`src/rtl/multiplication_unit_pkg.sv`:
```
// Shared definitions for the RV32M multiply/divide units.
// - islem_t : operation select, equal to funct3[1:0]. The division unit uses
//             the same encodings for DIV/DIVU/REM/REMU.
// - durum_t : multiplier FSM states (idle, iterate, sign-fix).
package multiplication_unit_pkg;

  typedef enum logic [1:0] {
    ISLEM_MUL    = 2'b00,
    ISLEM_MULH   = 2'b01,
    ISLEM_MULHSU = 2'b10,
    ISLEM_MULHU  = 2'b11
  } islem_t;

  typedef enum logic [1:0] {
    BOS     = 2'b00,
    HESAPLA = 2'b01,
    DUZELT  = 2'b10
  } durum_t;

endpackage

```
`src/rtl/multiplication_unit.sv`:
```
// Iterative radix-2 shift-add multiplier for RV32M MUL/MULH/MULHSU/MULHU.
// Operands are reduced to magnitudes at accept time, multiplied unsigned over
// XLEN cycles, and the sign is re-applied in a final fix-up cycle. Latency is
// fixed: bitti_o pulses XLEN+2 cycles after the accept cycle.
// Ports:
//   clk_i       clock
//   rst_i       synchronous active-high reset; aborts any operation in flight
//   basla_i     start request, honoured only while idle
//   islem_i     operation select (00 MUL, 01 MULH, 10 MULHSU, 11 MULHU)
//   carpilan_i  operand 1 (rs1), sampled only in the accept cycle
//   carpan_i    operand 2 (rs2), sampled only in the accept cycle
//   sonuc_o     registered result, held until the next result
//   bitti_o     one-cycle done pulse, sonuc_o valid in that cycle
//   mesgul_o    high while an operation is in progress
module multiplication_unit
  import multiplication_unit_pkg::*;
#(
  parameter int XLEN = 32
) (
  input  logic            clk_i,
  input  logic            rst_i,
  input  logic            basla_i,
  input  logic [1:0]      islem_i,
  input  logic [XLEN-1:0] carpilan_i,
  input  logic [XLEN-1:0] carpan_i,
  output logic [XLEN-1:0] sonuc_o,
  output logic            bitti_o,
  output logic            mesgul_o
);

  localparam int CW = $clog2(XLEN);

  durum_t            durum, durum_next;
  islem_t            islem_q;
  logic [XLEN-1:0]   carpilan_q;
  logic [XLEN-1:0]   carpan_q;
  logic              isaret;
  logic [2*XLEN-1:0] acc;
  logic [CW-1:0]     sayac;

  logic              isaretli1, isaretli2, neg1, neg2;
  logic [XLEN-1:0]   abs1, abs2;
  logic [XLEN:0]     toplam;
  logic [2*XLEN-1:0] urun;

  // Operand conditioning. The magnitude of the most negative value fits in
  // XLEN unsigned bits, so no extra width is needed here.
  always_comb begin
    isaretli1 = (islem_t'(islem_i) != ISLEM_MULHU);
    isaretli2 = (islem_t'(islem_i) inside {ISLEM_MUL, ISLEM_MULH});
    neg1      = isaretli1 & carpilan_i[XLEN-1];
    neg2      = isaretli2 & carpan_i[XLEN-1];
    abs1      = neg1 ? (-carpilan_i) : carpilan_i;
    abs2      = neg2 ? (-carpan_i)   : carpan_i;
  end

  // One iteration: conditional add into the upper half with carry kept,
  // then {carry, acc, multiplier} shifts right by one.
  always_comb begin
    toplam = {1'b0, acc[2*XLEN-1:XLEN]} + (carpan_q[0] ? {1'b0, carpilan_q} : '0);
    urun   = isaret ? (-acc) : acc;
  end

  always_ff @(posedge clk_i) begin
    if (rst_i) durum <= BOS;
    else       durum <= durum_next;
  end

  always_comb begin
    durum_next = durum;
    case (durum)
      BOS:     if (basla_i) durum_next = HESAPLA;
      HESAPLA: if (sayac == '0) durum_next = DUZELT;
      DUZELT:  durum_next = BOS;
      default: durum_next = BOS;
    endcase
  end

  always_ff @(posedge clk_i) begin
    if (rst_i) begin
      islem_q    <= ISLEM_MUL;
      carpilan_q <= '0;
      carpan_q   <= '0;
      isaret     <= 1'b0;
      acc        <= '0;
      sayac      <= '0;
      sonuc_o    <= '0;
      bitti_o    <= 1'b0;
    end else begin
      bitti_o <= 1'b0;
      case (durum)
        BOS: begin
          if (basla_i) begin
            islem_q    <= islem_t'(islem_i);
            carpilan_q <= abs1;
            carpan_q   <= abs2;
            isaret     <= neg1 ^ neg2;
            acc        <= '0;
            sayac      <= CW'(XLEN - 1);
          end
        end
        HESAPLA: begin
          acc      <= {toplam, acc[XLEN-1:1]};
          carpan_q <= {acc[0], carpan_q[XLEN-1:1]};
          sayac    <= sayac - 1'b1;
        end
        DUZELT: begin
          sonuc_o <= (islem_q == ISLEM_MUL) ? urun[XLEN-1:0] : urun[2*XLEN-1:XLEN];
          bitti_o <= 1'b1;
        end
        default: ;
      endcase
    end
  end

  assign mesgul_o = (durum != BOS);

endmodule
```
`config.mk`:
```
export PLATFORM = sky130hd
export DESIGN_NAME = multiplication_unit
export DESIGN_NICKNAME = d
export VERILOG_FILES = /design/src/rtl/multiplication_unit_pkg.sv /design/src/rtl/multiplication_unit.sv
export SDC_FILE = /design/constraint.sdc
export NUM_CORES = 1
export LEC_CHECK = 0
export ABC_AREA = 1
export CAP_MARGIN = 20
export CORE_ASPECT_RATIO = 1.5
export CORE_MARGIN = 3
export CORE_UTILIZATION = 30
export CTS_CLUSTER_DIAMETER = 120
export DETAILED_ROUTE_END_ITERATION = 7
export PLACE_DENSITY = 0.51
export SKIP_CTS_REPAIR_TIMING = 1
export SLEW_MARGIN = 20
export SYNTH_ARGS = -nofsm -noshare
export SYNTH_HDL_FRONTEND = slang
export SYNTH_SLANG_ARGS = --single-unit
export TNS_END_PERCENT = 10
```
`constraint.sdc`:
```
create_clock -name clk_i -period 3.87 [get_ports clk_i]
set_input_delay 0.774 -clock clk_i [delete_from_list [all_inputs] [get_ports clk_i]]
set_output_delay 0.774 -clock clk_i [all_outputs]
set_load 0.03 [all_outputs]
```
# [Yosys cells after proc, flatten, opt, wreduce, memory -nomap -nowiden]
# Cells that the tools add are included.
[totals] register_bits=171 in_bits=69 output_inout_bits=34 word_cells=48
[classes] n_addsub=5 eq_ne=6 n_mux=15 bitwise_logic=3 reduce_logical=10
[ops] cell="$mux W32" count=5
[ops] cell="$mux W64" count=2
[ops] cell="$pmux W64 S2" count=1
[ops] cell="$neg A32 Y32" count=2
[ops] cell="$neg A64 Y64" count=1
[ops] cell="$pmux W32 S2" count=1
[ops] cell="$add A32 B32 Y33" count=1
[ops] cell="$pmux W5 S2" count=1
[ops] cell="$logic_not A2 Y1" count=3
[ops] cell="$ne A2 B2 Y1 const B" count=3
[ops] cell="$reduce_and A2 Y1" count=3
[ops] cell="$reduce_bool A2 Y1" count=3
[ops] cell="$logic_not A5 Y1" count=1
[ops] cell="$mux W5" count=1
[ops] cell="$sub A5 B1 Y5 const B" count=1
[ops] cell="$eq A2 B1 Y1 const B" count=2
[ops] cell="$mux W2" count=2
[ops] cell="$pmux W2 S2" count=1
[ops] cell="$and A1 B1 Y1" count=2
[ops] cell="$eq A2 B2 Y1 const B" count=1
[ops] cell="$mux W1" count=1
[ops] cell="$xor A1 B1 Y1" count=1

# [Logic depth before layout (Yosys ltp)]
# Gate-level depths: netlist (run 1).
[depth] word_depth=6 mapped_depth=18 depth_no_buf=16

# [Worst setup path before layout (run 1)]
# No wires, ideal clock.
[synth_path] path_type="register to register" startpoint="register carpan_q[0]" endpoint="register acc[47]" setup_time_ps=132 arrival_time_ps=2193 t_required_ps=3738 path_slack_ps=1545 stages_incl_launch_ff=18 path_buffers=2 period_less_slack_ps=2325 path_cell_list="dfxtp_1 -> clkbuf_1 -> clkbuf_1 -> nand2_1 -> inv_1 -> ha_1 -> inv_1 -> fa_1 -> inv_1 -> nand3_1 -> nand3_1 -> nand2_1 -> nand2_1 -> nand2_1 -> nand2_1 -> a21oi_1 -> o21ai_0 -> a21oi_1"
[synth_via] elab_chain_cells=3
[synth_lines] element="start: declaration" line_no="multiplication_unit.sv:36" source="logic [XLEN-1:0] carpan_q;"
[synth_lines] element="start signal: assignment" line_no="multiplication_unit.sv:96" source="carpan_q <= abs2;"
[synth_lines] element="start signal: assignment" line_no="multiplication_unit.sv:104" source="carpan_q <= {acc[0], carpan_q[XLEN-1:1]};"
[synth_lines] element="$mux W32" line_no="multiplication_unit.sv:60" source="toplam = {1'b0, acc[2*XLEN-1:XLEN]} + (carpan_q[0] ? {1'b0, carpilan_q} : '0);"
[synth_lines] element="$add A32 B32 Y33" line_no="multiplication_unit.sv:60"
[synth_lines] element="$pmux W64 S2" line_no="multiplication_unit.sv:91" source="case (durum)"
[synth_lines] element="end signal: assignment" line_no="multiplication_unit.sv:103" source="acc <= {toplam, acc[XLEN-1:1]};"
[synth_lines] element="end: declaration" line_no="multiplication_unit.sv:38" source="logic [2*XLEN-1:0] acc;"
# Every way passes these cells.
# A chain may end at the register's enable or synchronous reset.

# [Worst setup path after layout (run 1)]
[layout_path] startpoint="register carpan_q[0]" endpoint="register acc[63]"
# Same word-level chain as after synthesis.

==> results of run 1 <==
[power groups by stage]
stage          Sequential (uW)  Combinational (uW)  Clock (uW)
2_1_floorplan             1950                 569           0
3_3_place_gp              1960                 893           0
3_5_place_dp              1960                 897           0
4_1_cts                   1920                 899        1940
5_1_grt                   1930                 998        2000
6_report                  1920                 896        1890
[sequential cells by signal, indices dropped and copies added (netlist names)]
| signal | count |
|---|---|
| islem_q | 2 |
| bitti_o | 1 |
| carpilan_q | 32 |
| durum | 2 |
| sonuc_o | 32 |
| acc | 64 |
| carpan_q | 32 |
| isaret | 1 |
| sayac | 5 |
[worst reg2reg max path: cells and delay by family, from the launching register on]
kind / cells / cell delay (ns)
flip-flops: 1 / 0.40
AND/OR/NAND/NOR: 10 / 1.11
buffers and inverters: 3 / 0.29
adder cells (fa/ha/maj): 2 / 0.60
AO/OA/AOI/OAI: 1 / 0.14
[synth_stat cells (18+ instances only)]
cell      count  area share
a21oi_1     157       0.059
a22oi_1      20       0.011
a31oi_1      20      0.0094
buf_2        31       0.012
clkbuf_1     35      0.0099
dfxtp_1     171        0.26
ha_1         37       0.035
inv_1       309       0.088
nand2_1     648        0.18
nand3_1     236       0.089
nand4_1      30       0.014
nor2_1      256       0.073
o21ai_0     144       0.054
xor2_1       18       0.012
[per-stage QoR]
stage	total power, uW	std cells	setup WS [ns]	cell area (um^2)
2_1_floorplan	2520	2274	1.54	13200
3_3_place_gp	2850	2882	0.965	14800
3_5_place_dp	2850	2882	0.947	14800
4_1_cts	4750	2914	1.21	15400
5_1_grt	4930	2914	1.02	15400
6_report	4700	2914	1.26	15400
[logic make-up (layout without fill, tap and decap cells)]
group           count (synthesis)  after routing  share of synthesized area
flops                         171            171                      0.258
compound gates                372            372                      0.154
xor+xnor                       19             19                     0.0126
buf+inv                       401            471                      0.118
simple gates                 1273           1273                      0.420
fa+ha+maj                      38             38                     0.0365
[worst paths after layout]
path	cells past startpoint	slack (ns)	endpoint	from
setup / recovery	16	1.26	acc[63]	carpan_q[0]
hold / removal	1	0.49	sayac[4]	sayac[4]
setup reg to reg	16	1.26	acc[63]	carpan_q[0]
hold reg to reg	1	0.49	sayac[4]	sayac[4]
[metal layers]
layer,track usage,up-vias,routed length (um)
li1,-,7443,-
met1,0.229,6557,19300
met2,0.401,332,26600
met3,0.0251,112,1500
met4,0.109,0,2740
met5,0,-,0
[area by class of cell]
| class | count | area [um^2] |
|---|---|---|
| fill | 4920 | 27900 |
| multi-input combinational | 1702 | 8260 |
| sequential | 171 | 3420 |
| timing repair buffer | 119 | 1210 |
| inverter | 320 | 1200 |
| tap | 570 | 713 |
| clock buffer | 17 | 425 |
| clock inverter | 15 | 203 |
==> results.json, run 1 <==
{
  "post-route-util": 0.357,
  "via_count": 14400,
  "cts_buffer_depth": 2,
  "maxCapViolCount": 0,
  "final_common_cell": "nand2_1",
  "critPathMaxFanout": 5,
  "net-switching-power_uw": 1500,
  "cp.required_ns": 4.25,
  "slew_headroom": 0.251,
  "crit_type": "register to register",
  "initial_utilization": 0.306,
  "finalClockSkew_ns": 0.00972,
  "syn_avg_cell_area_um2": 5.83,
  "place.gp.congestion": 0.963,
  "antenna_cells": 0,
  "clkPwrFrac": 0.402,
  "post-route-period-util": 0.674,
  "die_w_um": 178,
  "grt_pass1_vias": 14200,
  "overflow": 0,
  "drt.antenna.violating_nets": 0,
  "core_um2": 43300,
  "critPathLaunchType": "register",
  "status": "completed",
  "synth-seq-cells": 171,
  "ys_seq_area_frac": 0.258,
  "io_pins": 103,
  "drt_iter0_drc": 735,
  "synth_cell_types": 52,
  "worst_pin_slew_ns": 1.11,
  "pwr_density_cell_nw_per_um2": 305,
  "cp_num_buf_inv": 3,
  "ys.flop_type": "dfxtp_1",
  "synth_nets": 2381,
  "route.final.wire_length_um": 50100,
  "critPathMostFrequentCell": "nand2_1",
  "p_leak_uw": 0.00767,
  "root_buffer": "clkbuf_16",
  "ys_warn_count": 0,
  "peakVddDrop_mv": 0.326,
  "finalSetupViolCount": 0,
  "crit_arrival_ns": 2.99,
  "final_cell_mix": "nand2_1, inv_1, nor2_1",
  "syn_inst": 2274,
  "cts_num_sinks": 171,
  "hold_ws_ns": 0.485,
  "nNetsFinal": 2438,
  "grt_max_degree": 91,
  "cts_tree": "built",
  "endpoint_kind": "register",
  "placementRows": 93,
  "drc": 0,
  "grt_use_total": 0.213,
  "worst_hold_path_type": "register to register",
  "htree_num_levels": 4,
  "fp.dieArea_um2": 46800,
  "hold_viol": 0,
  "cpLargestDelayFamily": "simple AND/OR/NAND/NOR gates",
  "sw_frac_of_total": 0.320,
  "die_h_um": 263,
  "synth_edf_count": 0,
  "synth.cell_area_um2": 13200,
  "antenna_found_initial": 0,
  "finalMaxSlewViolations": 0,
  "crit_chain": "nand2_1, inv_1, ha_1, inv_1, fa_1, inv_1, nand3_1, nand3_1, nand2_1, nand2_1, nand2_1, nand2_1, nand2_1, nand2_1, nand2_1, a21oi_1",
  "wl_per_cell_um": 17.2,
  "clkTransAtPathRegs_ns": 0.08,
  "cts_buffers": 17,
  "slowest_delay_ns": 0.40,
  "power_frac_comb": 0.191,
  "clock.fmax_mhz": 384,
  "grt_first_pass_wirelength_um": 78100,
  "fin_crit_ns": 2.61,
  "cp_slowest_cell": "dfxtp_1",
  "p_int_uw": 3200,
  "dp_hpwl_um": 39700,
  "drive_gt1_frac": 0.0563,
  "final.setup.tns_ns": 0,
  "clkLatencyLatePin_ns": 0.45,
  "firstDrtPassIters": 5,
  "p_seq_frac": 0.407,
  "syn_to_final_growth_pct": 16.5,
  "portBuffers": 102,
  "vias_per_cell": 4.96,
  "async_flop_share": 0,
  "rsz0062_at_grt": "no"
}
Power figures use the tool's default switching activity.
==> run 2, diff against run 1 <==
Clock period 3.87 ns to 2.4 ns, I/O delays scaled along.
==> run 2 against run 1 <==
Compared with the run above: critical endpoint is now acc[45]; non-clock buffer count increased by 71; clock power up 53%; routed wire length grew 2.9%.
==> results.json, run 2 (synthesis results as in run 1) <==
{
  "status": "completed",
  "core_um2": 43300,
  "vias_per_cell": 4.96,
  "drt.antenna.violating_nets": 0,
  "htree_num_levels": 4,
  "fp.dieArea_um2": 46800,
  "largest_register_ffs": 64,
  "maxCapViolCount": 0,
  "place.gp.congestion": 0.970,
  "slew_headroom": 0.656,
  "finalSetupViolCount": 0,
  "place_inst": 2952,
  "drt_iter0_drc": 885,
  "crit_type": "register to register",
  "worst_pin_slew_ns": 0.516,
  "met3_usage": 0.0251,
  "critPathMaxFanout": 16,
  "placementRows": 93,
  "top_register": "acc",
  "cts_buffers": 17,
  "post-route-util": 0.372,
  "route.final.wire_length_um": 51600,
  "fin_crit_ns": 2.35,
  "antenna_found_initial": 0,
  "finalClockSkew_ns": 0.0201,
  "cts_tree": "built",
  "p_leak_uw": 0.00805,
  "grt_max_degree": 84,
  "clock.fmax_mhz": 426,
  "die_w_um": 178,
  "peakVddDrop_mv": 0.517,
  "portBuffers": 102,
  "cp_slowest_cell": "dfxtp_4",
  "final_cell_mix": "nand2_1, inv_1, nor2_1",
  "worst_hold_path_type": "input pin to register",
  "hold_viol": 0,
  "grt_pass1_vias": 14500,
  "use_met2": 0.407,
  "drc": 0,
  "slowest_delay_ns": 0.40,
  "grt_first_pass_wirelength_um": 79300,
  "finalMaxSlewViolations": 0,
  "rsz0062_at_grt": "yes",
  "die_h_um": 263,
  "firstDrtPassIters": 5,
  "initial_utilization": 0.306,
  "via_count": 14800,
  "layout.cells.non_filler": 2985,
  "root_buffer": "clkbuf_16",
  "antenna_cells": 0,
  "grt.busiest_layer": "met2",
  "nNetsFinal": 2509,
  "overflow": 0,
  "critPathLaunchType": "register",
  "syn_to_final_growth_pct": 21.6,
  "clkLatencyLatePin_ns": 0.47,
  "post-route-period-util": 0.978,
  "io_pins": 103,
  "cp.required_ns": 2.73,
  "endpoint_kind": "register",
  "final_common_cell": "nand2_1",
  "cts_num_sinks": 171,
  "drive_gt1_frac": 0.0919,
  "hold_ws_ns": 0.426,
  "cts_buffer_depth": 2,
  "grt_use_total": 0.217,
  "pwr_density_cell_nw_per_um2": 469,
  "crit_chain": "buf_12, nand2_1, inv_1, ha_2, nand2_1, inv_1, nand2_1, inv_1, a21oi_2, nand2_2, or2_2, nand3_2, a21oi_1",
  "crit_arrival_ns": 2.68,
  "dp_hpwl_um": 41000,
  "grtUsageMet1": 0.232,
  "wl_per_cell_um": 17.3,
  "clkTransAtPathRegs_ns": 0.07
}
[run 2: cell count changes in the layout (fill, tap and decap cells not counted), sizes merged]
cell      delta
buf         +70
inv          -2
clkbuf       +1
bufinv       -2
clkinv       +3
clkinvlp     +1
[run 2: cell type report]
cell class                 count  area [um^2]
fill                        4827        27200
clock inverter                15          178
multi-input combinational   1702         8310
timing repair buffer         190         1840
tap                          570          713
sequential                   171         3430
clock buffer                  17          425
inverter                     320         1200
[run 2: metrics by stage]
| stage | power, uW | area, um^2 | TNS, ns | setup slack [ns] |
|---|---|---|---|---|
| after global placement | 4710 | 15400 | -0.189 | -0.122 |
| after floorplan | 4060 | 13200 | 0 | 0.0750 |
| after detailed placement | 4710 | 15400 | -0.284 | -0.154 |
| after CTS | 7640 | 16000 | -0.221 | -0.161 |
| after global routing | 7930 | 16100 | -0.188 | -0.0594 |
| final | 7550 | 16100 | 0 | 0.0536 |
[run 2: critical path: cells and delay by family (launching register included)]
kind,cells,cell delay (ns)
AOI/OAI and AO/OA,2,0.27
buffers and inverters,4,0.42
DFF,1,0.40
adders and majority gates,1,0.32
and+or+nand+nor,6,0.80
[run 2: path summary, 6_finish.rpt]
check	start	to	slack, ns	depth (start not counted)
worst max-delay path	carpan_q[0]	acc[45]	0.05	13
worst max register to register	carpan_q[0]	acc[45]	0.05	13
worst min register to register	sayac[4]	sayac[4]	0.47	1
worst min-delay path	rst_i	sayac[2]	0.43	4
[run 2: per-layer routing]
metal	routed length, um	part of all wire
met1	20000	0.39
met2	27200	0.53
met3	1670	0.032
met4	2780	0.054
met5	0	0
[run 2: report_power, final]
part	switching, uW	internal, uW	total [uW]
clock	1410	1490	2900
sequential	98.8	2980	3080
combinational	1010	571	1580
